<file path="src/rtl/scr1_dmem_arb.sv">
// Two-port round-robin arbiter in front of the data memory port (port 0 = LSU, port 1 = system bus).
// One transaction outstanding at a time; a response watchdog aborts hung transactions with an error.
module scr1_dmem_arb #(
    parameter int unsigned AWIDTH  = 32,
    parameter int unsigned DWIDTH  = 32,
    parameter int unsigned TIMEOUT = 255
) (
    input  logic              clk,
    input  logic              rst,

    input  logic              m0_req,
    input  logic              m0_cmd,
    input  logic [1:0]        m0_width,
    input  logic [AWIDTH-1:0] m0_addr,
    input  logic [DWIDTH-1:0] m0_wdata,
    output logic              m0_req_ack,
    output logic [DWIDTH-1:0] m0_rdata,
    output logic [1:0]        m0_resp,

    input  logic              m1_req,
    input  logic              m1_cmd,
    input  logic [1:0]        m1_width,
    input  logic [AWIDTH-1:0] m1_addr,
    input  logic [DWIDTH-1:0] m1_wdata,
    output logic              m1_req_ack,
    output logic [DWIDTH-1:0] m1_rdata,
    output logic [1:0]        m1_resp,

    output logic              dmem_req,
    output logic              dmem_cmd,
    output logic [1:0]        dmem_width,
    output logic [AWIDTH-1:0] dmem_addr,
    output logic [DWIDTH-1:0] dmem_wdata,
    input  logic              dmem_req_ack,
    input  logic [DWIDTH-1:0] dmem_rdata,
    input  logic [1:0]        dmem_resp,

    output logic              arb_timeout
);

    localparam logic [1:0]  RespNotRdy = 2'b00;
    localparam logic [1:0]  RespRdyOk  = 2'b01;
    localparam logic [1:0]  RespRdyEr  = 2'b10;
    localparam logic [15:0] WdogLast   = 16'(TIMEOUT - 1);

    typedef enum logic [1:0] {StIdle, StBusy, StAbort} state_t;

    state_t      state_q;
    logic        owner_q;
    logic        rr_last_q;
    logic        lock_q;
    logic        lock_id_q;
    logic [15:0] wdog_q;

    logic        st_idle;
    logic        st_busy;
    logic        sel;
    logic        sel_req;
    logic        resp_valid;
    logic        wdog_fire;
    logic [1:0]  owner_resp;
    logic [DWIDTH-1:0] owner_rdata;

    assign st_idle = (state_q == StIdle);
    assign st_busy = (state_q == StBusy);

    // A pending unacked selection is pinned so the handshake never switches ports.
    always_comb begin
        if (lock_q) begin
            sel = lock_id_q;
        end else if (m0_req ^ m1_req) begin
            sel = m1_req;
        end else begin
            sel = ~rr_last_q;
        end
    end

    assign sel_req  = sel ? m1_req : m0_req;
    assign dmem_req = st_idle & sel_req;

    always_comb begin
        dmem_cmd   = 1'b0;
        dmem_width = '0;
        dmem_addr  = '0;
        dmem_wdata = '0;
        if (dmem_req) begin
            dmem_cmd   = sel ? m1_cmd   : m0_cmd;
            dmem_width = sel ? m1_width : m0_width;
            dmem_addr  = sel ? m1_addr  : m0_addr;
            dmem_wdata = sel ? m1_wdata : m0_wdata;
        end
    end

    assign m0_req_ack = dmem_req & dmem_req_ack & ~sel;
    assign m1_req_ack = dmem_req & dmem_req_ack &  sel;

    assign resp_valid = (dmem_resp != RespNotRdy);
    assign wdog_fire  = st_busy & ~resp_valid & (wdog_q == WdogLast);
    assign arb_timeout = wdog_fire;

    // Encoding 11 is folded into RDY_ER; a watchdog expiry also reports RDY_ER.
    always_comb begin
        owner_resp  = RespNotRdy;
        owner_rdata = '0;
        if (st_busy) begin
            if (resp_valid) begin
                owner_resp  = (dmem_resp == RespRdyOk) ? RespRdyOk : RespRdyEr;
                owner_rdata = dmem_rdata;
            end else if (wdog_fire) begin
                owner_resp  = RespRdyEr;
            end
        end
    end

    assign m0_resp  = owner_q ? RespNotRdy : owner_resp;
    assign m1_resp  = owner_q ? owner_resp : RespNotRdy;
    assign m0_rdata = owner_q ? '0 : owner_rdata;
    assign m1_rdata = owner_q ? owner_rdata : '0;

    always_ff @(posedge clk) begin
        if (rst) begin
            state_q   <= StIdle;
            owner_q   <= 1'b0;
            rr_last_q <= 1'b1;
            lock_q    <= 1'b0;
            lock_id_q <= 1'b0;
            wdog_q    <= '0;
        end else begin
            unique case (state_q)
                StIdle: begin
                    if (lock_q && !sel_req) begin
                        lock_q <= 1'b0;
                    end else if (dmem_req && dmem_req_ack) begin
                        owner_q   <= sel;
                        rr_last_q <= sel;
                        lock_q    <= 1'b0;
                        wdog_q    <= '0;
                        state_q   <= StBusy;
                    end else if (dmem_req) begin
                        lock_q    <= 1'b1;
                        lock_id_q <= sel;
                    end
                end
                StBusy: begin
                    if (resp_valid) begin
                        state_q <= StIdle;
                    end else if (wdog_q == WdogLast) begin
                        state_q <= StAbort;
                    end else begin
                        wdog_q <= wdog_q + 16'd1;
                    end
                end
                StAbort: begin
                    // Swallow the late response of the aborted transaction.
                    if (resp_valid) begin
                        state_q <= StIdle;
                    end
                end
                default: state_q <= StIdle;
            endcase
        end
    end

endmodule

</file>
<file path="config.mk">
export PLATFORM = sky130hd
export DESIGN_NAME = scr1_dmem_arb
export DESIGN_NICKNAME = d
export VERILOG_FILES = /design/src/rtl/scr1_dmem_arb.sv
export SDC_FILE = /design/constraint.sdc
export NUM_CORES = 1
export LEC_CHECK = 0
export CORE_AREA = 2 2 121 123
export CTS_BUF_LIST = sky130_fd_sc_hd__clkbuf_4 sky130_fd_sc_hd__clkbuf_8
export DETAILED_ROUTE_END_ITERATION = 12
export DIE_AREA = 0 0 123 125
export SLEW_MARGIN = 20
export SYNTH_ARGS = -nofsm -noshare
export SYNTH_HDL_FRONTEND = slang
export SYNTH_SLANG_ARGS = --single-unit
</file>
<file path="constraint.sdc">
create_clock -name clk -period 2.2 [get_ports clk]
set_clock_uncertainty 0.1 [all_clocks]
set_input_delay 0.33 -clock clk [delete_from_list [all_inputs] [get_ports clk]]
set_output_delay 0.33 -clock clk [all_outputs]
set_load 0.05 [all_outputs]
</file>
# ---- Word-level counts from Yosys, hierarchy flattened
# Cells that the tools add are included.
dict set report word_totals {
  output_inout_bits 139
  ff_bits 22
}
dict set report op_classes {
  mux 35
  n_bitwise 12
  n_eq_ne 10
  n_addsub 1
  n_reduce_logical 12
}
# operator n
set ops {}
lappend ops {{$mux W32} 8}
lappend ops {{$mux W16} 4}
lappend ops {{$pmux W16 S2} 1}
lappend ops {{$mux W2} 13}
lappend ops {{$add A16 B1 Y16 const B} 1}
lappend ops {{$eq A16 B8 Y1 const B} 1}
lappend ops {{$mux W1} 8}
lappend ops {{$ne A2 B2 Y1 const B} 4}
lappend ops {{$reduce_and A4 Y1} 2}
lappend ops {{$and A1 B1 Y1} 6}
lappend ops {{$pmux W2 S3} 1}
lappend ops {{$not A1 Y1} 5}
lappend ops {{$reduce_and A5 Y1} 1}
lappend ops {{$eq A2 B1 Y1 const B} 2}
lappend ops {{$reduce_bool A2 Y1} 2}
lappend ops {{$ne A3 B1 Y1 const B} 1}
lappend ops {{$reduce_and A3 Y1} 1}
lappend ops {{$reduce_bool A3 Y1} 1}
lappend ops {{$eq A2 B2 Y1 const B} 1}
lappend ops {{$logic_and A1 B1 Y1} 2}
lappend ops {{$logic_not A2 Y1} 1}
lappend ops {{$ne A2 B1 Y1 const B} 1}
lappend ops {{$reduce_and A2 Y1} 1}
lappend ops {{$logic_not A1 Y1} 1}
lappend ops {{$xor A1 B1 Y1} 1}

# ---- Longest topological paths before layout
# Gate-level depths: netlist (run 1).
dict set report logic_depth {
  word_depth 9
  depth_mapped 7
  depth_no_buf 6
}

# ---- Least setup slack after synthesis (run 1)
# OpenSTA, ideal clock, no wires.
dict set report synth_path {
  kind {register -> output}
  from {reg state_q[1]}
  to {out arb_timeout}
  arrival_ns 2.349
  path_slack_ns -0.579
  required_ns 1.770
  path_stages_with_launch 3
  cell_sequence {dfxtp_1 -> or4b_4 -> nor4_1}
}
dict set report synth_between {
  elab_chain_len 3
}
# element line
set synth_rtl {}
lappend synth_rtl {{start, declared} 48} ;# state_t state_q;
lappend synth_rtl {{start signal, assigned} 122} ;# state_q <= StIdle;
lappend synth_rtl {{start signal, assigned} 138} ;# state_q <= StBusy;
lappend synth_rtl {{start signal, assigned} 146} ;# state_q <= StIdle;
lappend synth_rtl {{$eq A2 B1 Y1} 65} ;# assign st_busy = (state_q == StBusy);
lappend synth_rtl {{$and A1 B1 Y1 (2 in series)} 98} ;# assign wdog_fire = st_busy & ~resp_valid & (wdog_q == WdogLast);
lappend synth_rtl {{end, declared} 38} ;# output logic arb_timeout
# No other way between the ends.

# ---- Final worst setup path (run 1)
dict set report layout_path {
  from {in m0_req}
  to {out dmem_addr[21]}
}
dict set report layout_between {
  elab_chain_len 6
  word_cells_on_any_way 7
  classes_between {5 x mux; 2 x bitwise}
}
# element line
set layout_rtl {}
lappend layout_rtl {{start, declared} 11} ;# input logic m0_req,
lappend layout_rtl {{$xor A1 B1 Y1} 71} ;# end else if (m0_req ^ m1_req) begin
lappend layout_rtl {{$mux W1} 71}
lappend layout_rtl {{$mux W1} 69} ;# if (lock_q) begin
lappend layout_rtl {{$mux W1} 78} ;# assign sel_req = sel ? m1_req : m0_req;
lappend layout_rtl {{$and A1 B1 Y1} 79} ;# assign dmem_req = st_idle & sel_req;
lappend layout_rtl {{$mux W32 *} 86} ;# if (dmem_req) begin
lappend layout_rtl {{end, declared} 32} ;# output logic [AWIDTH-1:0] dmem_addr,
# Every way passes the cells marked *; elsewhere a longest branch is shown, timed or not.

==> flow_metrics.tcl, run 1 <==
set metrics [dict create \
    die_w_um 123 \
    n_fill_cell 1074 \
    mappedNetlistArea_sq_um 2720 \
    cts_buffer_depth 2 \
    synth_nets 637 \
    gp_congestion 0.951 \
    ant_nets 0 \
    cts_tree "done" \
    r2r-start "wdog_q[0]" \
    fin_nets 976 \
    grt_pass1_vias 5038 \
    final_util_pct 65.8 \
    hpwl_mm 13.7 \
    fin_ws_ps -189 \
    row_count 44 \
    root_buffer "clkbuf_8" \
    fin_cells 984 \
    synth-seq-area-share_pct 16.2 \
    hold_viol 0 \
    post-place-cells 955 \
    endpoint_kind "output pin" \
    synth.distinct_cells 49 \
    grt_max_degree 34 \
    core_sq_um 14200 \
    yosysTopAreaCellShare_pct 19.3 \
    power_leakage_uw 0.00362 \
    drv_slew 0 \
    cts_buffers 3 \
    fin_crit_sh_pct 109 \
    ys_ff_latch 22 \
    synth_top_area_cell "nand2_1" \
    max_slew_margin_pct 73.7 \
    hold_end "state_q[1]" \
    period_needed_ps 2390 \
    clk_pin_slew_ps 90 \
    critical_path_arrival_ps 1960 \
    grt-ovfl-total 0 \
    hold_buffers 0 \
    regToRegSetupSlack_ps 190 \
    first_iter_violations 171 \
    cts_sinks 22 \
    maxCapViolCount 0 \
    tightest_slew_ps 391 \
    clk_latency_ps 260 \
    area_growth_pct 244 \
    worstPathMaxFanout 7 \
    drc 0 \
    grt_most_used_layer "met2" \
    rsz0062_at_grt "yes" \
    power_density_nw_per_um2 441 \
    h-tree-depth 1 \
    whs_ps 430 \
    worstRegToRegCells 9 \
    antenna_found_initial 0 \
    setup_viol 64 \
    irDropWorstVdd_mv 0.274 \
    outcome "finished with violations" \
    synth_edf_count 0 \
    grt_use_met3_pct 6.34 \
    wirelength_mm 19.4 \
    cp-start-kind "input pin" \
    synthFlopType "dfxtp_1" \
    critical_path_class "in -> out" \
    use_met2_pct 42.2 \
    dr.pass1.iters 5 \
    via_per_inst 4.90 \
    grt_usage_pct 22.6 \
    syn-mean-instance-area_sq_um 5.88 \
    fmax_mhz 419 \
    start_util_pct 19.1 \
    synth_warnings 0 \
    synth_cells 462 \
    ys_top_cells_by_area "nand2_1 19%, dfxtp_1 16%, and2_1 15%" \
    hp-start "dmem_resp[0]" \
    required_ps 1770 \
    grt_pass1_wl_mm 27.2 \
    place.port_buffers 311 \
    holdPathStages 3 \
    drive_above_1_share_pct 48.8 \
    gr-usage-met1_pct 24.1 \
    vias 4819 \
    r2r-end "wdog_q[6]" \
    floorplan.die.height_um 125 \
    num_io_pins 312 \
    violations "setup timing" \
    wl_per_cell_um 19.8 \
    dieArea_sq_um 15400 \
    diodes 0 \
    ys_async_sr_fraction_pct 0 \
    hold_class "in -> reg" \
]
synthesized netlist by cell type, types with 2 or more instances:
cell / count
a211o_1: 3
a21oi_1: 70
a31oi_1: 18
a41oi_1: 3
and2_1: 64
and3_1: 4
and4_1: 2
buf_2: 10
clkbuf_1: 26
dfxtp_1: 22
ha_1: 2
inv_1: 8
mux2i_1: 2
nand2_1: 140
nand2b_1: 7
nand3_1: 8
nand4_1: 7
nor2_1: 15
nor2b_1: 3
nor3_1: 9
nor4_1: 5
o21ai_0: 6
o31ai_1: 2
worst max path at each step:
stage,start,endpoint
floorplan,state_q[1],dmem_addr[12]
global placement,m0_req,dmem_addr[2]
detailed placement,m0_req,dmem_addr[7]
CTS,rr_last_q,dmem_wdata[29]
global route,rr_last_q,dmem_addr[18]
finish,m0_req,dmem_addr[21]
cell type report:
type                       instances  area, sq um  area share, %
multi-input combinational        395         3250           34.7
clock buffer                       3         41.3          0.442
timing repair buffer             371         5320           56.9
sequential                        22          448           4.79
tap                              184          230           2.46
inverter                           8         32.5          0.348
clock inverter                     1         30.0          0.321
where the power goes:
part	leakage [uW]	switching, uW	total (uW)	internal (uW)
clock network	0.0000357	139	382	243
registers	0.000180	10.7	417	407
logic	0.00341	1720	3320	1600
worst max-delay path, stage by stage:
cell and delay (ps):
clkdlybuf4s15_1 260, a21boi_2 90, buf_4 150, o31ai_4 260, buf_6 140, buf_8 140, clkbuf_16 170, nand2_2 60
a21oi_2 190, buf_12 160
stage by stage:
stage	power [uW]	TNS, ps	cell area (sq um)	setup slack [ps]
final	4120	-8080	9350	-189
after global routing	4270	-13060	9350	-250
after detailed placement	3120	-32000	7870	-521
after CTS	3880	-4880	8700	-129
after global placement	3100	-26720	7870	-459
after floorplan	1660	-11450	2930	-330
per-layer routing:
layer | share of wire, % | wire, um
met4 | 2.9 | 556
met5 | 0 | 0
met3 | 8.2 | 1590
met2 | 53 | 10400
met1 | 35 | 6900
state kept, by name, indices dropped and copies added (netlist names):
register	count
lock_id_q	1
lock_q	1
state_q	2
wdog_q	16
rr_last_q	1
owner_q	1
cells by family (layout without fill, tap and decap cells):
group | after synthesis | after routing | synth area share (%)
compound gates | 116 | 116 | 25.8
fa+ha+maj | 2 | 2 | 0.921
buf+inv | 45 | 383 | 6.81
flops | 22 | 22 | 16.2
mux | 3 | 3 | 1.29
simple gates | 274 | 274 | 49.0
cells in the final DEF (no fill, tap or decap), types with 6 or more instances in the layout:
master,Yosys,routed
nor2_1,15,10
buf_4,1,29
a31oi_1,18,18
nor3_1,9,7
nand2b_1,7,7
buf_12,0,145
a21oi_4,0,57
a21oi_2,0,11
inv_1,8,6
nand2_4,0,26
clkbuf_16,0,6
nand3_1,8,8
buf_6,0,10
nand2_1,140,87
o21ai_0,6,6
dfxtp_1,22,16
nand4_1,7,7
clkdlybuf4s50_1,0,168
and2_4,0,32
nand2_2,0,27
buf_16,0,7
and2_1,64,32
dfxtp_2,0,6
timing repair:
item,in CTS,in global routing
gates cloned,6,9
gates resized for setup,136,116
pin swaps,60,58
buffers inserted,11,1
endpoints found under the setup margin,103,114
Note: power is estimated with default switching activity, not from simulation.
==> run 2, diff against run 1 <==
--- a/config.mk
+++ b/config.mk
@@ -5,6 +5,7 @@
 export SDC_FILE = /design/constraint.sdc
 export NUM_CORES = 1
 export LEC_CHECK = 0
+export CAP_MARGIN = 30
 export CORE_AREA = 2 2 121 123
 export CTS_BUF_LIST = sky130_fd_sc_hd__clkbuf_4 sky130_fd_sc_hd__clkbuf_8
 export DETAILED_ROUTE_END_ITERATION = 12
==> results of run 2 <==
No change in the layout: final DEF, timing and power equal those of run 1.
